--- config.mk ---
export PLATFORM = sky130hd
export DESIGN_NAME = sdrd_byte_assembler
export DESIGN_NICKNAME = d
export VERILOG_FILES = /design/src/rtl/sdrd_byte_assembler.sv
export SDC_FILE = /design/constraint.sdc
export NUM_CORES = 1
export LEC_CHECK = 0
export CAP_MARGIN = 20
export CORE_MARGIN = 3
export CORE_UTILIZATION = 50
export CTS_CLUSTER_DIAMETER = 200
export CTS_CLUSTER_SIZE = 20
export DETAILED_ROUTE_END_ITERATION = 10
export PLACE_DENSITY = 0.81
export SLEW_MARGIN = 20
export SYNTH_ARGS = -nofsm -noshare
export SYNTH_HDL_FRONTEND = slang
export SYNTH_SLANG_ARGS = --single-unit
--- constraint.sdc ---
create_clock -name clk -period 3.1 [get_ports clk]
set_clock_uncertainty 0.05 [all_clocks]
set_input_delay 0.465 -clock clk [delete_from_list [all_inputs] [get_ports clk]]
set_output_delay 0.465 -clock clk [all_outputs]
set_load 0.01 [all_outputs]
--- src/rtl/sdrd_byte_assembler.sv ---
// sdrd_byte_assembler: samples SDRD serial-read bits on each qualifying window
// read, assembles them LSB-first into BYTE_W-bit words and queues the words in
// a small FIFO drained by a valid/ready consumer. Flags dropped words (sticky
// overrun) and partial words abandoned after an idle timeout (frame_err pulse).
module sdrd_byte_assembler #(
  parameter int BYTE_W       = 8,
  parameter int FIFO_DEPTH   = 2,
  parameter int IDLE_TIMEOUT = 255
) (
  input  logic                      clk,
  input  logic                      rst_n,
  input  logic                      rd_strobe,
  input  logic                      sdrd,
  input  logic                      sync_clr,
  output logic [BYTE_W-1:0]         byte_data,
  output logic                      byte_valid,
  input  logic                      byte_ready,
  output logic [$clog2(BYTE_W)-1:0] bit_cnt,
  output logic                      busy,
  output logic                      overrun,
  output logic                      frame_err
);

  localparam int CNT_W = $clog2(BYTE_W);
  localparam int TO_W  = $clog2(IDLE_TIMEOUT + 1);
  localparam int PTR_W = $clog2(FIFO_DEPTH);

  localparam logic [0:0] ST_IDLE  = 1'b0;
  localparam logic [0:0] ST_SHIFT = 1'b1;

  logic [0:0]        state;
  logic [BYTE_W-1:0] shift_reg;
  logic [BYTE_W-1:0] word_next;
  logic [TO_W-1:0]   to_cnt;

  // Pointers carry one extra wrap bit so full and empty are distinguishable.
  logic [PTR_W:0]    wr_ptr;
  logic [PTR_W:0]    rd_ptr;
  logic [BYTE_W-1:0] mem [FIFO_DEPTH];

  logic last_bit;
  logic push;
  logic pop;
  logic timeout;
  logic fifo_empty;
  logic fifo_full;
  logic do_write;
  logic drop;

  // Word as it will look once the current sdrd bit lands at position bit_cnt.
  // NOTE: every signal written in always_comb gets a default first so no latch is inferred.
  always_comb begin
    word_next          = shift_reg;
    word_next[bit_cnt] = sdrd;
  end

  assign fifo_empty = (wr_ptr == rd_ptr);
  assign fifo_full  = (wr_ptr[PTR_W] != rd_ptr[PTR_W]) &&
                      (wr_ptr[PTR_W-1:0] == rd_ptr[PTR_W-1:0]);

  assign last_bit = (state == ST_SHIFT) && (bit_cnt == CNT_W'(BYTE_W - 1));
  assign push     = rd_strobe & last_bit & ~sync_clr;
  assign pop      = byte_valid & byte_ready & ~sync_clr;
  assign timeout  = (state == ST_SHIFT) && !rd_strobe && (to_cnt == TO_W'(IDLE_TIMEOUT));
  // A push into a full FIFO only lands if the head leaves in the same cycle.
  assign do_write = push & (~fifo_full | pop);
  assign drop     = push & fifo_full & ~pop;

  assign byte_valid = ~fifo_empty;
  // An empty FIFO presents zero so the output is defined without resetting mem.
  assign byte_data  = fifo_empty ? '0 : mem[rd_ptr[PTR_W-1:0]];
  assign busy       = (state == ST_SHIFT);

  // Bit-assembly state machine with idle timeout and frame_err pulse.
  // NOTE: sequential state uses non-blocking assignments only, so all flops update together.
  always_ff @(posedge clk or negedge rst_n) begin
    if (!rst_n) begin
      state     <= ST_IDLE;
      shift_reg <= '0;
      bit_cnt   <= '0;
      to_cnt    <= '0;
      frame_err <= 1'b0;
    end else if (sync_clr) begin
      state     <= ST_IDLE;
      shift_reg <= '0;
      bit_cnt   <= '0;
      to_cnt    <= '0;
      frame_err <= 1'b0;
    end else begin
      frame_err <= 1'b0;
      case (state)
        ST_IDLE: begin
          to_cnt <= '0;
          if (rd_strobe) begin
            shift_reg <= {{(BYTE_W-1){1'b0}}, sdrd};
            bit_cnt   <= CNT_W'(1);
            state     <= ST_SHIFT;
          end
        end
        default: begin
          if (rd_strobe) begin
            to_cnt <= '0;
            if (last_bit) begin
              shift_reg <= '0;
              bit_cnt   <= '0;
              state     <= ST_IDLE;
            end else begin
              shift_reg <= word_next;
              bit_cnt   <= bit_cnt + CNT_W'(1);
            end
          end else if (timeout) begin
            shift_reg <= '0;
            bit_cnt   <= '0;
            to_cnt    <= '0;
            frame_err <= 1'b1;
            state     <= ST_IDLE;
          end else begin
            to_cnt <= to_cnt + TO_W'(1);
          end
        end
      endcase
    end
  end

  // FIFO pointers and sticky overrun flag.
  always_ff @(posedge clk or negedge rst_n) begin
    if (!rst_n) begin
      wr_ptr  <= '0;
      rd_ptr  <= '0;
      overrun <= 1'b0;
    end else if (sync_clr) begin
      wr_ptr  <= '0;
      rd_ptr  <= '0;
      overrun <= 1'b0;
    end else begin
      if (do_write) wr_ptr <= wr_ptr + 1'b1;
      if (pop)      rd_ptr <= rd_ptr + 1'b1;
      if (drop)     overrun <= 1'b1;
    end
  end

  // FIFO storage; contents are only observed through a non-empty read pointer.
  // NOTE: the memory array has no reset; the pointers alone define its validity.
  always_ff @(posedge clk) begin
    if (do_write) mem[wr_ptr[PTR_W-1:0]] <= word_next;
  end

endmodule
==> results of run 1 <==
[path summary, 6_finish.rpt]
| kind | slack, ns | to | startpoint | cells past startpoint |
|---|---|---|---|---|
| worst max-delay path | 0.31 | byte_data[4] | rd_ptr[0] | 4 |
| min in group asynchronous | 0.49 | to_cnt[1] | rst_n | 2 |
| worst max register to register | 0.99 | shift_reg[3] | bit_cnt[0] | 5 |
| max in group asynchronous | 2.26 | to_cnt[6] | rst_n | 2 |
| worst min-delay path | 0.45 | to_cnt[0] | to_cnt[0] | 1 |
| worst min register to register | 0.45 | to_cnt[0] | to_cnt[0] | 1 |
[cell type report]
type,count,area (um^2),area share
clock buffers,6,72.6,0.0318
clock inverters,2,8.76,0.00384
inverters,4,15.0,0.00658
multi-input cells,119,763,0.335
flip-flops and latches,42,1130,0.496
well taps,48,60.1,0.0263
repair buffers,24,230,0.101
[placed cells by master (no fill, tap or decap), types with 3 or more instances in the layout]
cell type and instances:
xnor2_1 4, xor2_1 7, ha_1 3, a22o_1 10, nand3b_1 3, nand3_1 5
mux2i_1 8, dfrtp_1 26, nand2_1 13, edfxtp_1 16, inv_1 4, buf_4 4
nand2b_1 5, clkdlybuf4s50_1 20, nor3_1 3, clkbuf_8 5, nor2_1 29, o21ai_0 5
[worst reg2reg max path, stage by stage, from the launching register on]
cell	delay (ns)
dfrtp_1	0.53
ha_1	0.28
ha_1	0.24
nand2b_1	0.20
nor2_1	0.49
a22o_1	0.25
[Yosys cell counts, drive strengths merged]
library cell | count | share of area
a22o | 10 | 0.045
o21bai | 1 | 0.0039
and2 | 1 | 0.0032
mux2 | 2 | 0.012
o21ai | 7 | 0.018
and3 | 1 | 0.0032
nand2 | 13 | 0.025
or3b | 2 | 0.0090
xor2 | 7 | 0.032
a21oi | 2 | 0.0051
a31oi | 2 | 0.0064
and4 | 1 | 0.0045
a41oi | 1 | 0.0045
nand2b | 5 | 0.016
o22ai | 2 | 0.0064
clkbuf | 3 | 0.0058
inv | 4 | 0.0077
edfxtp | 16 | 0.25
nor4 | 2 | 0.0096
ha | 3 | 0.019
nand3b | 3 | 0.012
o311a | 1 | 0.0051
buf | 5 | 0.013
a311oi | 2 | 0.0090
mux2i | 8 | 0.041
o211ai | 1 | 0.0039
nand3 | 5 | 0.013
nor2 | 29 | 0.056
dfrtp | 26 | 0.33
nor3 | 3 | 0.0077
xnor2 | 4 | 0.018
and3b | 1 | 0.0045
[metrics by stage]
step	hold slack [ns]	utilization	power, uW	worst slack, ns
CTS	0.443	0.614	980	0.277
global route	0.472	0.614	1010	0.0991
finish	0.446	0.614	972	0.307
global placement	0.417	0.592	650	0.755
floorplan	0.119	-	627	0.897
detailed placement	0.432	0.592	652	0.612
[power by group]
group | leakage (uW) | internal (uW) | switching (uW)
logic | 0.000360 | 23.3 | 30.1
clock network | 0.0000426 | 155 | 175
registers | 0.000502 | 579 | 9.77
[cells by family (layout without fill, tap and decap cells)]
family / after synthesis / in the layout
multiplexers: 10 / 10
adder cells (fa/ha/maj): 3 / 3
XOR/XNOR: 11 / 11
AO/OA/AOI/OAI: 29 / 29
AND/OR/NAND/NOR: 66 / 66
flip-flops: 42 / 42
buffers and inverters: 12 / 36
[per-layer routing]
metal	vias up	share of wire	track usage
met1	673	0.47	0.246
met3	3	0.055	0.0525
met5	-	0	0
li1	668	-	-
met4	0	0.0073	0.0447
met2	49	0.47	0.275
==> results.ini, run 1 <==
[power]
p_per_area_mw_per_mm2=426
ir_drop_mv=0.242
p_leak_uw=0.000904

[global_route]
grt_pass1_wl_mm=6.09
grt_overflow=0
grt_pass1_vias=1283
antenna_found_initial=0
grt_max_degree=27
grt_util_all_layers=0.178

[synthesis]
synthSimpleGateAreaFrac=0.163
synth_compound_area_frac=0.107
synth-seq-area-share=0.581
synth_top_family_by_area=simple AND/OR/NAND/NOR gates
synth_nets=182
synthXorXnorAreaFrac=0.0495
synthCells=173
synth_fa_ha_area_frac=0.0193
synth-seq-cells=42
muxShareOfSynthArea=0.0527
syn_avg_cell_area_um2=11.2
syn_area_mm2=0.00195
ys_types=35
yosys_warnings=0

[final_layout]
final_cells=245
drive_above_1_share=0.0609
largest_register_ffs=16
antennaDiodeCount=0
syn2layout_area_growth_pct=17.2
fin_nets=205
design_area_mm2=0.00228
fill_cells=289

[timing]
slew_headroom=0.592
grt_setup_unrepaired=false
finalCritPeriodShare=0.901
setup-tns-final_ns=0
tightest_slew_ns=0.609
hold_viol=0
maxSlewViolCount=0
setup_viol=0
fmax_ghz=0.358
period_minus_slack_ns=2.79

[cts]
cts_buffer_depth=2
clockRootBuffer=clkbuf_8
postCtsHoldBufs=0
clk_pin_slew_ns=0.07
cts.sinks=42
postCtsSetupRepairBufs=0
cts_tree=done
cts_made_buffers=5
cts_resized=0
clock_latency_ns=0.29
htree_num_levels=2

[placed_design]
gp_congestion=0.793
dpl.hpwl_mm=2.63
io_buffers=20
post_dp_cell_area_mm2=0.00220
place_inst=237

[route]
ant_nets=0
dr.pass1.iters=4
drt_iter0_drc=133
via_count=1393
wirelength_mm=3.72
wl_per_cell_um=15.2
post-route-drc-count=0
vias_per_cell=5.69

[die]
coreArea_mm2=0.00372
die_area_mm2=0.00468
dieHeight_um=68.4
ios=21
rows=22
start_util=0.524
die_w_um=68.4

[worst_setup_path]
crit_path_max_incr_delay_ns=0.69
criticalPathCategory=register to output port
critical_path.top_delay_family=flip-flops
critPathBufInv=1
end_kind=output port
critPathMaxFanout=12
crit_chain=xor2_1 -> nor2_1 -> nor2_1 -> clkdlybuf4s50_1
crit_required_ns=2.58
crit_arrival_ns=2.28
start_kind=register
cp_common_cell=nor2_1
worst_path_max_delay_cell=dfrtp_1

[run]
drv_cap=0

[outcome]
outcome=finished clean

[hold_path]
hold_class=register to register

Power figures use the tool's default switching activity.
==> run 2: changes to the inputs <==
Settings changed: REMOVE_ABC_BUFFERS set to 1.
==> run 2 against run 1 <==
Total power increased by 19%. Non-clock buffer count is the same. Combinational power is 0.7% higher. Largest cell class unchanged. Highest routed layer unchanged.
==> results.ini, run 2 (synthesis results as in run 1) <==
[placed_design]
io_buffers=20  ; unchanged
gp_congestion=0.799  ; +0.78%
post_dp_cell_area_mm2=0.00220  ; unchanged
preCtsSetupSlack_ns=0.653  ; +0.0414 ns
dpl.hpwl_mm=2.55  ; -3.0%

[final_layout]
layout_common_cells=nor2_1, dfrtp_1, clkdlybuf4s50_1
fill_cells=280  ; -3.1%
final_common_cell=nor2_1
fin_nets=205  ; unchanged
largest_register_ffs=16  ; unchanged
drive_above_1_share=0.0711  ; +0.0102
design_area_mm2=0.00234  ; +2.5%
multi_input_area_um2=763  ; unchanged
antennaDiodeCount=0  ; unchanged
register_area_mm2=0.00113  ; unchanged
syn2layout_area_growth_pct=20.1

[power]
p_leak_uw=0.000929  ; +2.8%
total_power_uw=1150  ; +19%
ir_drop_mv=0.209  ; -13%
p_per_area_mw_per_mm2=494  ; +16%

[timing]
tightest_slew_ns=0.672  ; +0.0628 ns
slew_headroom=0.550  ; -0.0420
maxSlewViolCount=0  ; unchanged
period_minus_slack_ns=2.77  ; -0.0222 ns
setup-tns-final_ns=0  ; unchanged
whs_ns=0.454  ; +0.00803 ns
hold_viol=0  ; unchanged
fmax_ghz=0.361  ; +0.80%
finalCritPeriodShare=0.894  ; -0.00717
grt_setup_unrepaired=false
setup_viol=0  ; unchanged
worst_slack_ns=0.330  ; +0.0222 ns

[cts]
postCtsHoldBufs=0  ; unchanged
cts.sinks=42  ; unchanged
cts_buffer_depth=2  ; unchanged
cts_made_buffers=5  ; unchanged
cts_resized=0  ; unchanged
clock_latency_ns=0.30  ; about the same
postCtsSetupRepairBufs=0  ; unchanged
clockRootBuffer=clkbuf_8
cts_tree=done
htree_num_levels=2  ; unchanged
clk_pin_slew_ns=0.08  ; about the same

[worst_setup_path]
start_kind=register
crit_required_ns=2.58  ; about the same
crit_arrival_ns=2.26  ; -0.02 ns
critPathLaunch=rd_ptr[0]
criticalPathCategory=register to output port
cp_common_cell=nor2_1
r2r-start=bit_cnt[0]
worst_path_max_delay_cell=dfrtp_1
crit_path_max_incr_delay_ns=0.70  ; about the same
crit_chain=xor2_1 -> nor2_1 -> nor2_1 -> clkdlybuf4s50_1
end_kind=output port
critPathMaxFanout=12  ; unchanged

[die]
ios=21  ; unchanged
die_w_um=68.4  ; unchanged
coreArea_mm2=0.00372  ; unchanged
start_util=0.524  ; unchanged
dieHeight_um=68.4  ; unchanged
die_area_mm2=0.00468  ; unchanged
rows=22  ; unchanged

[route]
via_count=1374  ; -1.4%
vias_per_cell=5.61  ; -1.4%
dr.pass1.iters=4  ; unchanged
ant_nets=0  ; unchanged
wl_per_cell_um=15.6  ; +2.9%
drt_iter0_drc=84  ; -37%
post-route-drc-count=0  ; unchanged
wirelength_mm=3.83  ; +2.9%

[hold_path]
hp-start=shift_reg[3]
hold_class=register to register

[run]
drv_cap=0  ; unchanged

[outcome]
outcome=finished clean

[global_route]
antenna_found_initial=0  ; unchanged
grt_util_all_layers=0.183  ; +0.00483
grt_pass1_wl_mm=6.17  ; +1.4%
grt_max_degree=27  ; unchanged
grt_overflow=0  ; unchanged
grt_pass1_vias=1286  ; +0.23%

## run 2: cell count changes in the layout (fill, tap and decap cells not counted)
cell	change
bufinv_16	+2
clkbuf_1	-1
clkinv_1	-1
clkinv_2	-1
clkinv_4	+1
## run 2: layout make-up
type	count	area share
flip-flops and latches	42	0.484
well taps	48	0.0257
inverters	4	0.00642
multi-input cells	119	0.327
clock buffers	5	0.0294
clock inverters	3	0.0294
repair buffers	24	0.0985
## run 2: final timing paths
kind / endpoint / slack, ns / depth (start not counted)
worst max-delay path: byte_data[1] / 0.33 / 4
worst min-delay path: shift_reg[3] / 0.45 / 1
worst max register to register: bit_cnt[2] / 0.91 / 5
worst min register to register: shift_reg[3] / 0.45 / 1
max in group asynchronous: bit_cnt[1] / 2.26 / 2
min in group asynchronous: rd_ptr[0] / 0.48 / 2
## run 2: critical path, delay by kind of cell, from the launching register on
family,cells,cell delay (ns)
DFF,1,0.70
and+or+nand+nor,2,0.55
buffers and inverters,1,0.50
xor gates and xnor gates,1,0.20
## run 2: metrics by stage
step	utilization	instances
CTS	0.629	245
global route	0.629	245
finish	0.629	245
detailed placement	0.592	237
global placement	0.592	237
floorplan	-	165
## run 2: metal layers
metal	up-vias	global-route usage	part of all wire
li1	662	-	-
met1	666	0.237	0.43
met2	41	0.292	0.50
met3	5	0.0394	0.055
met4	0	0.0844	0.015
met5	-	0	0
## run 2: power breakdown
group	switching [uW]	internal [uW]	total, uW
Combinational	30.6	23.2	53.8
Clock	189	323	511
Sequential	9.63	579	588
Total	229	924	1150
==> run 3: changes to the inputs <==
Settings changed: CORE_ASPECT_RATIO set to 1.5.
==> run 3 against run 2 <==
Via count rose by 0.15%. Register-to-register slack barely moved. Sequential share of layout area rose by 1.1 points. Critical endpoint is now byte_data[3]. Non-clock buffer count did not move. First-iteration DRC count fell by 51%. Hold slack improved by 0.0086 ns.
==> results.ini, run 3 (synthesis results as in run 1) <==
[route]
vias_per_cell=5.73  ; +2.2%
wirelength_mm=3.56  ; -7.2%
via_count=1376  ; +0.15%
post-route-drc-count=0  ; unchanged
drt_iter0_drc=41  ; -51%
wl_per_cell_um=14.8  ; -5.2%
dr.pass1.iters=4  ; unchanged
ant_nets=0  ; unchanged

[worst_setup_path]
reg2reg_slack_ns=0.92  ; about the same
criticalPathCategory=register to output port
reg2reg_to=shift_reg[4]
cp_common_cell=nor2_1
end_kind=output port
crit_required_ns=2.58  ; about the same
crit_path_max_incr_delay_ns=0.69  ; about the same
critPathMaxFanout=12  ; unchanged
start_kind=register
rr_worst_depth=5  ; unchanged
crit_chain=xor2_1 -> nor2_1 -> nor2_1 -> clkdlybuf4s50_1
crit_arrival_ns=2.21  ; -0.05 ns
worst_path_max_delay_cell=dfrtp_1
r2r-start=bit_cnt[0]

[global_route]
grt_overflow=0  ; unchanged
grt_pass1_vias=1351  ; +5.1%
grt_max_degree=27  ; unchanged
grt_util_all_layers=0.169  ; -0.0139
grt_pass1_wl_mm=6.09  ; -1.2%
antenna_found_initial=0  ; unchanged

[cts]
cts_tree=done
clk_pin_slew_ns=0.08  ; about the same
clock_latency_ns=0.29  ; about the same
clockRootBuffer=clkbuf_8
cts_resized=0  ; unchanged
cts.sinks=42  ; unchanged
postCtsHoldBufs=0  ; unchanged
cts_buffer_depth=2  ; unchanged
htree_num_levels=2  ; unchanged
postCtsSetupRepairBufs=0  ; unchanged
cts_made_buffers=5  ; unchanged

[timing]
setup-tns-final_ns=0  ; unchanged
setup_viol=0  ; unchanged
worst_slack_ns=0.373  ; +0.0429 ns
grt_setup_unrepaired=false
maxSlewViolCount=0  ; unchanged
tightest_slew_ns=0.653  ; -0.0193 ns
finalCritPeriodShare=0.880  ; -0.0138
period_minus_slack_ns=2.73  ; -0.0429 ns
hold_viol=0  ; unchanged
slew_headroom=0.563  ; +0.0129
fmax_ghz=0.367  ; +1.6%

[power]
p_leak_uw=0.000906  ; -2.5%
p_per_area_mw_per_mm2=433  ; -12%
ir_drop_mv=0.399  ; +91%

[final_layout]
layout_common_cells=nor2_1, dfrtp_1, clkdlybuf4s50_1
largest_register_ffs=16  ; unchanged
antennaDiodeCount=0  ; unchanged
syn2layout_area_growth_pct=17.6
drive_above_1_share=0.0711  ; unchanged
final_common_cell=nor2_1
fin_nets=205  ; unchanged

[placed_design]
gp_congestion=0.729  ; -8.8%
dpl.hpwl_mm=2.63  ; +2.9%
io_buffers=20  ; unchanged
preCtsSetupSlack_ns=0.638  ; -0.0152 ns

[hold_path]
hp-start=shift_reg[1]
hold_path_end=shift_reg[1]
hold_depth=1  ; unchanged
hold_class=register to register

[die]
rows=27  ; +23%
ios=21  ; unchanged
coreArea_mm2=0.00372  ; unchanged
die_w_um=56.9  ; -17%
dieHeight_um=82.4  ; +21%
die_area_mm2=0.00469  ; +0.33%
start_util=0.524  ; unchanged

[outcome]
outcome=finished clean

[run]
drv_cap=0  ; unchanged

run 3: cell types whose count changed in the layout (fill, tap and decap cells not counted):
cell	delta
clkinvlp_4	+1
bufinv_16	-2
inv_6	+1
run 3: cell type report:
type	instances	area, um^2
Fill cell	301	1430
Sequential cell	42	1130
Multi-Input combinational cell	119	763
Timing Repair Buffer	24	230
Clock buffer	5	68.8
Tap cell	43	53.8
Clock inverter	3	25.0
Inverter	4	15.0
run 3: power by group:
part	switching, uW	leakage, uW	total, uW	internal [uW]
registers	9.78	0.000502	588	579
logic	29.4	0.000360	52.8	23.4
clock network	187	0.0000447	349	162
total	226	0.000906	990	764
run 3: how the worst max path moves through the flow:
stage                    to  depth (start not counted)  slack [ns]      start
5_1_grt        byte_data[0]                          4        0.05  rd_ptr[0]
3_5_place_dp   byte_data[3]                          4        0.64  rd_ptr[0]
4_1_cts        byte_data[3]                          4        0.32  rd_ptr[0]
6_report       byte_data[3]                          4        0.37  rd_ptr[0]
2_1_floorplan     mem[1][0]                          3        0.70  rd_ptr[0]
3_3_place_gp   byte_data[5]                          4        0.72  rd_ptr[0]
run 3: critical path: cells and delay by family (launching register included):
kind                      cells  cell delay (ns)
xor gates and xnor gates      1             0.18
buffers and inverters         1             0.50
DFF                           1             0.69
and+or+nand+nor               2             0.56
run 3: metrics by stage:
step | util | total power (uW) | instances | area [um^2] | hold WS, ns
floorplan | - | 622 | 165 | 1910 | 0.119
global placement | 0.590 | 650 | 232 | 2190 | 0.430
detailed placement | 0.590 | 653 | 232 | 2190 | 0.441
CTS | 0.615 | 998 | 240 | 2290 | 0.459
global route | 0.615 | 1030 | 240 | 2290 | 0.481
finish | 0.615 | 990 | 240 | 2290 | 0.463
run 3: routing by layer:
metal,GRT usage,up-vias,part of all wire
li1,-,663,-
met2,0.325,36,0.56
met5,0,-,0
met1,0.178,671,0.38
met4,0.0557,0,0.015
met3,0.0420,6,0.044
==> patch 1 (settings of run 1) <==
Make the reset (`rst_n`) synchronous in 2 clocked blocks.
--- a/src/rtl/sdrd_byte_assembler.sv
+++ b/src/rtl/sdrd_byte_assembler.sv
@@ -75,3 +75,3 @@
   // NOTE: sequential state uses non-blocking assignments only, so all flops update together.
-  always_ff @(posedge clk or negedge rst_n) begin
+  always_ff @(posedge clk) begin
     if (!rst_n) begin
@@ -125,3 +125,3 @@
   // FIFO pointers and sticky overrun flag.
-  always_ff @(posedge clk or negedge rst_n) begin
+  always_ff @(posedge clk) begin
     if (!rst_n) begin
Formal check against the unedited RTL: differs if rst_n is asserted again (counterexample within 4 cycles, from zero or initial values and one cycle with rst_n low); with rst_n held inactive, the same outputs for 10 cycles.
==> patch 1 against run 1 <==
- sequential cell count up 1
- wire length fell by 13%
- fmax grew 10%
- final area down 3.2%
- global-route usage down 1.5 points
- total power increased by 6.2%
- setup slack better by 0.26 ns
- synthesized area shrank 3.8%
==> patch 1: results (changes against run 1) <==
| Metric | Value |
|---|---|
| Worst reg2reg startpoint | bit_cnt[0]$_SDFFE_PP0P_ (was bit_cnt[0]$_DFFE_PN0P_) |
| Worst-skew pair later-pin latency | 0.28 ns |
| Uppermost layer routed | met4 (unchanged) |
| R2r setup slk | 0.72 ns (was 0.99 ns) |
| 1st-iter DRT viols | 86 (was 133) |
| Buffers added on ports | 20 (unchanged) |
| Synth warn | 0 (unchanged) |
| Vias in the first global route | 1,263 (was 1,283) |
| H-tree levels | 2 (unchanged) |
| DP HPWL | 2470 um (was 2630 um) |
| Overall Global Routing Usage | 16.4% (was 17.8%) |
| Fin nets | 199 (was 205) |
| WL/cell | 13.7 um (was 15.2 um) |
| Initial antenna violation count | 0 (unchanged) |
| Peak supply drop | 0.000262 V (was 0.000242 V) |
| Min Hold Slack | 0.418 ns (was 0.446 ns) |
| Reg2Reg Capture Point | mem[0][0]$_DFFE_PP_ (was shift_reg[3]$_DFFE_PN0P_) |
| Vias per Instance | 5.43 (was 5.69) |
| Seq/Total Area, Yosys | 54.5% (was 58.1%) |
| CTS buffer count | 5 (unchanged) |
| Post-CTS Resized | 0 (unchanged) |
| Post-synth top cells | dfxtp_1, nor2_1, edfxtp_1 (was nor2_1, dfrtp_1, edfxtp_1) |
| Library cells used by synthesis | 36 (was 35) |
| Pleak | 0.794 nW (was 0.904 nW) |
| Hold Path Class | reg -> reg (unchanged) |
| First-pass GRT wire length | 5540 um (was 6090 um) |
| WL final | 3240 um (was 3720 um) |
| Hold path start | shift_reg[5]$_SDFFE_PP0P_ (was to_cnt[0]$_DFF_PN0_) |
| Min-Delay Endpoint | shift_reg[5]$_SDFFE_PP0P_ (was to_cnt[0]$_DFF_PN0_) |
| Share of cells above drive strength 1 | 8.90% (was 6.09%) |
| Hold path depth | 1 (unchanged) |
| Met2 wire len | 1650 um (was 1760 um) |
| Slew @ Worst Pin | 0.675 ns (was 0.609 ns) |
| Synth top area cells | dfxtp_1, edfxtp_1, nor2_1 (was dfrtp_1, edfxtp_1, nor2_1) |
| Startpoint Class | flip-flop (unchanged) |
| DP Area | 2100 um2 (was 2200 um2) |
| Wl on met1 | 1390 um (was 1730 um) |
| Arrival time worst endpoint | 2.02 ns (was 2.28 ns) |
| Status | finished, final reports clean (unchanged) |
| Routability cong. | 0.845 (was 0.793) |
| ANT cells | 0 (unchanged) |
| Largest net degree at the start of global routing | 14 (was 27) |
| Async SR Flop Fraction | 0% (was 61.9%) |
| Dpl cells | 229 (was 237) |
| Crit-path max FO | 11 (was 12) |
| Leading area contributor after synthesis | dfxtp_1 (was dfrtp_1) |
| Met3 WL post-DR | 126 um (was 203 um) |
| Filler cells | 269 (was 289) |
| EDFF count, synth | 16 (unchanged) |
| Clock slew at reported path FFs | around 0.08 ns |
| CTS Buffer Depth | 2 (unchanged) |
| Cells on worst reg2reg path | 5 (unchanged) |
| Syn nets | 179 (was 182) |
| DR pass1 iterations | 4 (unchanged) |
| Post-Syn Instances | 170 (was 173) |
## patch 1: cell types whose count changed after synthesis, sizes merged, moves of 6 or more
cell / before / now
dfxtp: 0 / 27
mux2: 2 / 8
nand2: 13 / 7
dfrtp: 26 / 0
a32o: 0 / 7
a22o: 10 / 0
o21ai: 7 / 1
## patch 1: how the worst max path moves through the flow
stage                             from                  end
6_report        rd_ptr[0]$_SDFFE_PP0N_         byte_data[6]
2_1_floorplan  bit_cnt[0]$_SDFFE_PP0P_  mem[0][0]$_DFFE_PP_
4_1_cts         rd_ptr[0]$_SDFFE_PP0N_         byte_data[6]
3_5_place_dp                 rd_strobe  mem[0][4]$_DFFE_PP_
3_3_place_gp                 rd_strobe  mem[0][2]$_DFFE_PP_
5_1_grt         wr_ptr[0]$_SDFFE_PP0P_         byte_data[3]
## patch 1: power by group
| part | total, W | internal, W | leakage (nW) | switching, W |
|---|---|---|---|---|
| sequential | 0.000587 | 0.000583 | 0.365 | 0.00000363 |
| combinational | 0.0000348 | 0.0000163 | 0.377 | 0.0000185 |
| clock | 0.000411 | 0.000235 | 0.0517 | 0.000176 |
## patch 1: kinds of logic after synthesis
kind of cell    share of synthesized area, %
compound gates                          8.96
xor+xnor                                6.02
fa+ha+maj                               2.01
buf+inv                                 2.94
flops                                   54.5
mux                                     9.09
simple gates                            16.4
## patch 1: cell type report
cell class,instances,area (um2),area share [%]
clock buffers,5,68.8,3.12
clock inverters,3,38.8,1.76
inverters,5,18.8,0.850
multi-input cells,114,796,36.0
flip-flops and latches,43,1020,46.2
well taps,46,57.6,2.61
repair buffers,21,208,9.41
## patch 1: critical path: stages (launching register included)
cell	delay, ns
dfxtp_1	0.36
xor2_2	0.21
nor2_1	0.54
nor2_1	0.12
clkdlybuf4s50_1	0.51
## patch 1: through the flow
stage / worst slack [ns] / util [%] / power (W)
2_1_floorplan: 1.14 / - / 0.000619
3_3_place_gp: 0.644 / 60.6 / 0.000633
4_1_cts: 0.542 / 63.7 / 0.00104
6_report: 0.565 / 63.7 / 0.00103
3_5_place_dp: 0.554 / 60.6 / 0.000635
5_1_grt: 0.384 / 63.7 / 0.00107
## patch 1: layer usage
| metal | vias to the layer above | global-route usage (%) |
|---|---|---|
| li1 | 651 | - |
| met1 | 604 | 18.6 |
| met2 | 25 | 27.7 |
| met3 | 8 | 5.32 |
| met4 | 0 | 7.59 |
| met5 | - | 0 |
==> patch 2 (settings of run 1) <==
Without the edit above. The parameter `IDLE_TIMEOUT` goes from 255 to 510.
--- a/src/rtl/sdrd_byte_assembler.sv
+++ b/src/rtl/sdrd_byte_assembler.sv
@@ -7,3 +7,3 @@
   parameter int FIFO_DEPTH   = 2,
-  parameter int IDLE_TIMEOUT = 255
+  parameter int IDLE_TIMEOUT = 510
 ) (
Behaviour: same outputs for any inputs over 10 cycles, from zero or initial values and one cycle with rst_n low; that may be too few to reach the edited logic, so the function may still have changed.
==> patch 2 against run 1 <==
- critical path depth stayed put
- total power up 10%
- setup slack improved by 0.042 ns
- global-route usage is 1.0 points lower
- non-clock buffer count fell by 3
- final area rose by 3.6%
- wire length grew 5.8%
- synthesized area is 4.8% higher
- sequential share of layout area down 0.65 points
- sequential cell count is 1 higher
- critical path type unchanged
- critical endpoint is now byte_data[7]
- largest power group unchanged
==> patch 2: results (changes against run 1) <==
| Metric | Value |
|---|---|
| Status | finished, final reports clean (unchanged) |
| Hold path start | shift_reg[6]$_DFFE_PN0P_ (was to_cnt[0]$_DFF_PN0_) |
| Peak supply drop | 0.000212 V (was 0.000242 V) |
| CP Launch Point | rd_ptr[0]$_DFFE_PN0P_ (unchanged) |
| Arrival time worst endpoint | 2.24 ns (was 2.28 ns) |
| Sequential Area | 1160 um2 (was 1130 um2) |
| Synth top area cells | dfrtp_1, edfxtp_1, nor2_1 (unchanged) |
| Seq/Total Area, Yosys | 56.7% (was 58.1%) |
| Synth warn | 0 (unchanged) |
| Cells on worst reg2reg path | 4 (was 5) |
| Crit path to | byte_data[7] (was byte_data[4]) |
| Async SR Flop Fraction | 62.8% (was 61.9%) |
| Root Buffer Master | clkbuf_8 (unchanged) |
| Uppermost layer routed | met4 (unchanged) |
| Min-Delay Endpoint | shift_reg[6]$_DFFE_PN0P_ (was to_cnt[0]$_DFF_PN0_) |
| Avg Cell Area, Syn | 11.6 um2 (was 11.2 um2) |
| Final setup margin | 0.350 ns (was 0.307 ns) |
| DP HPWL | 2580 um (was 2630 um) |
| Routability cong. | 0.731 (was 0.793) |
| CP max-delay cell | dfrtp_1 (unchanged) |
| Pleak | 0.949 nW (was 0.904 nW) |
| Wl on met1 | 1780 um (was 1730 um) |
| Slew HR | 55.5% (was 59.2%) |
| Syn nets | 186 (was 182) |
| Largest net degree at the start of global routing | 28 (was 27) |
| R2r setup slk | 0.82 ns (was 0.99 ns) |
| Met2 wire len | 1880 um (was 1760 um) |
| Filler cells | 292 (was 289) |
| DR pass1 iterations | 6 (was 4) |
| 1st-iter DRT viols | 102 (was 133) |
| First-pass GRT wire length | 6470 um (was 6090 um) |
| Vias per Instance | 5.77 (was 5.69) |
| Library cells used by synthesis | 37 (was 35) |
| Vias in the first global route | 1,347 (was 1,283) |
| Share of cells above drive strength 1 | 9.23% (was 6.09%) |
| Fin nets | 204 (was 205) |
| Post-synth top cells | nor2_1, dfrtp_1, edfxtp_1 (unchanged) |
| DP Area | 2250 um2 (was 2200 um2) |
## patch 2: power breakdown
part / internal, W / switching, W
Combinational: 0.0000210 / 0.0000297
Clock: 0.000236 / 0.000185
Sequential: 0.000591 / 0.00000805
## patch 2: per-stage QoR
stage	power, W	hold slack, ns
4_1_cts	0.00108	0.464
6_report	0.00107	0.463
2_1_floorplan	0.000636	0.119
3_5_place_dp	0.000660	0.443
5_1_grt	0.00111	0.477
3_3_place_gp	0.000658	0.432
## patch 2: metal layers
metal  up-vias  track usage (%)
met5         -                0
met2        51             25.3
met3         6             4.32
li1        661                -
met4         0             8.30
met1       683             22.5
## patch 2: cell families (layout without fill, tap and decap cells)
kind of cell	Yosys count	after routing	synth area share, %
AO/OA/AOI/OAI	20	20	7.42
XOR/XNOR	13	13	5.58
adder cells (fa/ha/maj)	4	4	2.45
buffers and inverters	14	33	3.31
flip-flops	43	43	56.7
multiplexers	17	17	8.83
AND/OR/NAND/NOR	65	65	15.7
## patch 2: cell type report
class                           instances  share of cell area (%)
Clock inverter                          3                    1.64
Timing Repair Buffer                   21                    8.79
Clock buffer                            5                    2.91
Sequential cell                        43                    48.9
Tap cell                               48                    2.54
Inverter                                4                   0.636
Multi-Input combinational cell        119                    34.5
## patch 2: critical path: cells and delay by family (launching register included)
family,cells,cell delay (ns)
flip-flops,1,0.70
buffers and inverters,1,0.50
XOR/XNOR,1,0.16
AND/OR/NAND/NOR,2,0.58
